===== config.mk =====
export PLATFORM = sky130hd
export DESIGN_NAME = i2c_master_arbiter
export DESIGN_NICKNAME = d
export VERILOG_FILES = /design/src/rtl/i2c_pkg.sv /design/src/rtl/i2c_rr_picker.sv /design/src/rtl/i2c_master_arbiter.sv
export SDC_FILE = /design/constraint.sdc
export NUM_CORES = 1
export LEC_CHECK = 0
export ABC_AREA = 1
export CAP_MARGIN = 20
export CELL_PAD_IN_SITES_DETAIL_PLACEMENT = 0
export CELL_PAD_IN_SITES_GLOBAL_PLACEMENT = 1
export CORE_ASPECT_RATIO = 1.2
export CORE_UTILIZATION = 28
export CTS_CLUSTER_DIAMETER = 200
export DETAILED_ROUTE_END_ITERATION = 8
export PLACE_DENSITY_LB_ADDON = 0.1
export SLEW_MARGIN = 20
export SYNTH_ARGS = -nofsm -noshare
export SYNTH_HDL_FRONTEND = slang
export SYNTH_SLANG_ARGS = --single-unit

===== constraint.sdc =====
create_clock -name clk -period 2.3 [get_ports clk]
set_input_delay 0.23 -clock clk [delete_from_list [all_inputs] [get_ports clk]]
set_output_delay 0.23 -clock clk [all_outputs]
set_load 0.005 [all_outputs]

===== src/rtl/i2c_pkg.sv =====
// Shared types and widths for the I2C master arbiter slice.
package i2c_pkg;

  localparam int I2C_ADDR_W = 7;
  localparam int I2C_DATA_W = 8;

  typedef enum logic [2:0] {
    IDLE,
    LAUNCH,
    WAIT_BUSY,
    WAIT_DONE,
    FINISH
  } arb_state_t;

endpackage


===== src/rtl/i2c_rr_picker.sv =====
// Combinational round-robin picker: first set request searching upward from last+1, wrapping.
module i2c_rr_picker #(
  parameter int NUM_REQ = 4,
  parameter int IDX_W   = $clog2(NUM_REQ)
) (
  input  logic [NUM_REQ-1:0] req,
  input  logic [IDX_W-1:0]   last,
  output logic [NUM_REQ-1:0] win_oh,
  output logic [IDX_W-1:0]   win_idx,
  output logic               any_req
);

  logic             found;
  logic [IDX_W-1:0] cand;
  int               cand_i;

  assign any_req = |req;

  // Walk the candidates in priority order; the first hit wins and masks the rest.
  always_comb begin
    win_oh  = '0;
    win_idx = '0;
    found   = 1'b0;
    cand    = '0;
    cand_i  = 0;
    for (int k = 1; k <= NUM_REQ; k++) begin
      cand_i = int'(last) + k;
      if (cand_i >= NUM_REQ) cand_i = cand_i - NUM_REQ;
      cand = IDX_W'(cand_i);
      if (!found && req[cand]) begin
        found         = 1'b1;
        win_oh[cand]  = 1'b1;
        win_idx       = cand;
      end
    end
  end

endmodule


===== src/rtl/i2c_master_arbiter.sv =====
// Round-robin arbiter sharing one I2C master between NUM_REQ requesters.
// Optional WAIT_DONE watchdog enabled by defining I2C_ARB_TIMEOUT_EN.
module i2c_master_arbiter
  import i2c_pkg::*;
#(
  parameter int NUM_REQ     = 4,
  parameter int EN_HOLD_MAX = 8
`ifdef I2C_ARB_TIMEOUT_EN
  , parameter int TIMEOUT_CYCLES = 65535
`endif
) (
  input  logic                          clk,
  input  logic                          rst,
  input  logic [NUM_REQ-1:0]            req,
  input  logic [NUM_REQ*I2C_ADDR_W-1:0] req_addr,
  input  logic [NUM_REQ*I2C_DATA_W-1:0] req_wdata,
  input  logic [NUM_REQ-1:0]            req_rw,
  output logic [NUM_REQ-1:0]            gnt,
  output logic [NUM_REQ-1:0]            done,
  output logic                          err,
  output logic [I2C_DATA_W-1:0]         rdata,
  output logic                          busy,
  output logic [I2C_ADDR_W-1:0]         m_addr,
  output logic [I2C_DATA_W-1:0]         m_data_in,
  output logic                          m_rw,
  output logic                          m_enable,
  input  logic [I2C_DATA_W-1:0]         m_data_out,
  input  logic                          m_ready
);

  localparam int IDX_W  = $clog2(NUM_REQ);
  localparam int HOLD_W = $clog2(EN_HOLD_MAX + 1);

  arb_state_t             state;
  logic [IDX_W-1:0]       last;
  logic [IDX_W-1:0]       win_idx;
  logic [NUM_REQ-1:0]     win_oh;
  logic                   any_req;
  logic [HOLD_W-1:0]      hold_cnt;
  logic [I2C_ADDR_W-1:0]  addr_arr  [NUM_REQ];
  logic [I2C_DATA_W-1:0]  wdata_arr [NUM_REQ];
`ifdef I2C_ARB_TIMEOUT_EN
  logic [15:0]            wd_cnt;
`endif

  for (genvar i = 0; i < NUM_REQ; i++) begin : g_unpack
    assign addr_arr[i]  = req_addr[I2C_ADDR_W*i +: I2C_ADDR_W];
    assign wdata_arr[i] = req_wdata[I2C_DATA_W*i +: I2C_DATA_W];
  end

  i2c_rr_picker #(
    .NUM_REQ (NUM_REQ),
    .IDX_W   (IDX_W)
  ) u_picker (
    .req     (req),
    .last    (last),
    .win_oh  (win_oh),
    .win_idx (win_idx),
    .any_req (any_req)
  );

  // done/err are set on the edge entering FINISH so they are visible exactly during FINISH.
  always_ff @(posedge clk or posedge rst) begin
    if (rst) begin
      state     <= IDLE;
      last      <= IDX_W'(NUM_REQ - 1);
      hold_cnt  <= '0;
      gnt       <= '0;
      done      <= '0;
      err       <= 1'b0;
      rdata     <= '0;
      busy      <= 1'b0;
      m_addr    <= '0;
      m_data_in <= '0;
      m_rw      <= 1'b0;
      m_enable  <= 1'b0;
`ifdef I2C_ARB_TIMEOUT_EN
      wd_cnt    <= '0;
`endif
    end else begin
      done <= '0;
      err  <= 1'b0;
      case (state)
        IDLE: begin
          if (any_req && m_ready) begin
            state     <= LAUNCH;
            gnt       <= win_oh;
            last      <= win_idx;
            m_addr    <= addr_arr[win_idx];
            m_data_in <= wdata_arr[win_idx];
            m_rw      <= req_rw[win_idx];
            m_enable  <= 1'b1;
            busy      <= 1'b1;
`ifdef I2C_ARB_TIMEOUT_EN
            wd_cnt    <= '0;
`endif
          end
        end
        LAUNCH: begin
          state    <= WAIT_BUSY;
          hold_cnt <= '0;
        end
        WAIT_BUSY: begin
          if (!m_ready) begin
            m_enable <= 1'b0;
            state    <= WAIT_DONE;
          end else if (hold_cnt == HOLD_W'(EN_HOLD_MAX - 1)) begin
            // Master never acknowledged the enable: give up and report failure.
            m_enable <= 1'b0;
            state    <= FINISH;
            done     <= gnt;
            err      <= 1'b1;
          end else begin
            hold_cnt <= hold_cnt + HOLD_W'(1);
          end
        end
        WAIT_DONE: begin
          if (m_ready) begin
            if (m_rw) rdata <= m_data_out;
            state <= FINISH;
            done  <= gnt;
          end else begin
`ifdef I2C_ARB_TIMEOUT_EN
            if (wd_cnt == 16'(TIMEOUT_CYCLES - 1)) begin
              state <= FINISH;
              done  <= gnt;
              err   <= 1'b1;
            end else begin
              wd_cnt <= wd_cnt + 16'd1;
            end
`endif
          end
        end
        FINISH: begin
          gnt   <= '0;
          busy  <= 1'b0;
          state <= IDLE;
        end
        default: state <= IDLE;
      endcase
    end
  end

endmodule


==> results_dict.tcl, run 1 <==
set metrics [dict create \
    cts.sink_count 44 \
    yosysWarnings 0 \
    place_congestion 0.805 \
    grt_max_degree 34 \
    required_ns 2.48 \
    antenna_found_initial 0 \
    dieArea_sq_um 10500 \
    worstPathArrival_ns 2.36 \
    setup_viol 0 \
    routed_via_density 4.74 \
    layout-drive-gt1-share 0.143 \
    synth_area_leader_cell "dfrtp_1" \
    status "complete, no violations" \
    critPathMaxFanout 16 \
    hold_class "primary input to asynchronous set/reset pin" \
    critPathCaptureType "flip-flop" \
    max_stage_delay_ns 0.53 \
    maxSlewViolCount 0 \
    ys_ff_latch 44 \
    async_flop_share 1.00 \
    area_growth_pct 57.2 \
    clock_skew_ns 0.0112 \
    synth_common_cells "nand2_1, nand3_1, dfrtp_1, inv_1, nor2_1" \
    synthDistinctLibCells 36 \
    postRouteAntennaNets 0 \
    setup.worst_path.start "last[1]$_DFFE_PP1P_" \
    p_leak_nw 2.02 \
    fp-row-count 39 \
    tightest_slew_ns 0.606 \
    n_fill_cell 968 \
    via_count 2873 \
    first_iter_violations 131 \
    grt_pass1_vias 2860 \
    grt_pass1_wl_microns 14200 \
    crit_path_top_delay_cell "dfstp_2" \
    path_cells "inv_1, ha_4, inv_1, nand3_2, nand2_4, nor2_4, nand2_1, nand2_2, nand2_8, clkbuf_16, nand3_1, nand3_1, nand3_1, nand2_1" \
    track_usage 0.173 \
    fmax_mhz 460 \
    dp_hpwl_microns 6380 \
    insertion_delay_ns 0.29 \
    reg2reg_from "last[1]$_DFFE_PP1P_" \
    core_region_area_sq_um 9660 \
    tns_ns 0 \
    nets 570 \
    synth_cells 358 \
    first_pass_iters 4 \
    crit_path_frequent_cell "nand3_1" \
    fin_crit_ns 2.18 \
    netlist_area_sq_um 2820 \
    yosysSeqAreaShare 0.391 \
    ctsRootBufferMaster "clkbuf_16" \
    synthFlopType "dfrtp_1" \
    cellPowerDensity_nw_per_um2 1690 \
    timing.slew.headroom 0.591 \
    die_h_microns 112 \
    initial_core_util 0.292 \
    yosysTopAreaCellShare 0.373 \
    cts_buffer_depth 2 \
    finalHoldViolations 0 \
    postSynthAreaPerCell_sq_um 7.88 \
    dieWidth_microns 93.6 \
    r2r_cells 14 \
    clkSlewWorstSetupHoldPaths_ns 0.07 \
    path_class "flip-flop to flip-flop" \
    min_period_over_period 0.946 \
    overflow 0 \
    synth-edff-count 0 \
    cts_tree "yes" \
    dpl_cell_area_sq_um 4140 \
    rsz0062_at_grt "no" \
    n_antenna_cell 0 \
    fin_util 0.459 \
    ios 114 \
    drc 0 \
    wire_per_inst_microns 14.9 \
    worst_ir_drop_vdd_mv 0.726 \
    synth_area_leaders "dfrtp_1, nand3_1, nand2_1, ha_1, mux2_2" \
    numCtsBuffers 5 \
    cap_violations 0 \
    wirelength_microns 9030 \
    postCtsHoldBufs 0 \
    cts_max_level 2 \
    yosysMostFrequentCell "nand2_1" \
    finish.instance_area_sq_um 4430 \
    port_buffers 113 \
    start_kind "flip-flop" \
    syn_nets 446 \
]
-- cell families (layout without fill, tap and decap cells) --
| group | Yosys count | after routing | synth area share |
|---|---|---|---|
| muxes | 9 | 9 | 0.0355 |
| and+or+nand+nor | 223 | 226 | 0.388 |
| buffers and inverters | 44 | 166 | 0.0807 |
| AOI/OAI and AO/OA | 29 | 29 | 0.0648 |
| adders and majority gates | 9 | 9 | 0.0399 |
| DFF | 44 | 44 | 0.391 |
-- layout by cell type (no fill, tap or decap), types with 4 or more instances in the layout --
cell,instances
o21ai_0,5
dfrtp_1,42
nand3_1,84
nand2_2,5
nand2_4,7
mux2_2,8
inv_2,6
a21oi_1,9
ha_1,8
clkdlybuf4s50_1,113
inv_1,22
clkbuf_16,6
a22oi_1,4
buf_12,4
nand3_2,5
nor2_1,12
nand2_1,97
buf_4,11
o22ai_1,5
-- flip-flops by register name (all words and copies together) (netlist names) --
name       count
err            1
m_addr         7
rdata          8
last           2
state          3
done           4
hold_cnt       4
m_rw           1
gnt            4
busy           1
m_enable       1
m_data_in      8
-- worst paths after layout --
path / endpoint / slack [ns]
min in group clk: m_data_in[6]$_DFFE_PP0P_ / 0.48
worst min-delay path: rdata[5]$_DFFE_PP0P_ / 0.34
worst max-delay path: m_addr[6]$_DFFE_PP0P_ / 0.12
max in group asynchronous: gnt[2]$_DFFE_PP0P_ / 1.28
worst max register to register: m_addr[6]$_DFFE_PP0P_ / 0.12
worst min register to register: m_data_in[6]$_DFFE_PP0P_ / 0.48
-- critical path, delay by kind of cell (launching register included) --
family,cells,cell delay (ns)
AND/OR/NAND/NOR,10,0.94
flip-flops,1,0.53
buffers and inverters,3,0.32
adder cells (fa/ha/maj),1,0.29
-- layout make-up --
cell class | instances | area, sq um | share of cell area
flip-flops and latches | 44 | 1100 | 0.249
repair buffers | 129 | 1320 | 0.297
well taps | 123 | 154 | 0.0347
clock inverters | 3 | 46.3 | 0.0104
multi-input cells | 273 | 1570 | 0.355
inverters | 29 | 111 | 0.0251
clock buffers | 5 | 125 | 0.0282
-- where the power goes --
group	leakage [nW]	switching, mW	internal (mW)
combinational	1.39	3.05	2.28
clock	0.0804	0.328	0.517
sequential	0.550	0.188	1.12
total	2.02	3.57	3.92
-- metrics by stage --
stage	cells	setup WS, ns	power (mW)	hold slack [ns]
after floorplan	358	0.0841	4.66	0.381
after global placement	591	0.108	6.04	0.464
after detailed placement	591	0.0599	6.08	0.464
after CTS	599	0.0430	6.96	0.362
after global routing	606	0.00340	8.22	0.408
final	606	0.124	7.49	0.341
-- per-layer routing --
| metal | track usage | routed length (microns) | up-vias |
|---|---|---|---|
| met3 | 0.0383 | 522 | 2 |
| met2 | 0.314 | 4780 | 92 |
| met4 | 0.0308 | 40 | 0 |
| li1 | - | - | 1444 |
| met5 | 0 | 0 | - |
| met1 | 0.208 | 3680 | 1335 |
-- repair_timing --
action	CTS	global route
endpoints found under the hold margin	0	0
endpoints found under the setup margin	0	16
resized for setup	0	10
buffers inserted	0	3
Note: power is estimated with default switching activity, not from simulation.
==> run 2, diff against run 1 <==
- CAP_MARGIN: 20 -> 10
==> results of run 2 <==
Same layout as run 1: the final DEF is identical, and so are final timing and power.
==> run 3, diff against run 2 <==
- SKIP_CTS_REPAIR_TIMING: not set -> 1
- SLEW_MARGIN: 20 -> 30
==> results of run 3 <==
Same layout as run 1: the final DEF is identical, and so are final timing and power.
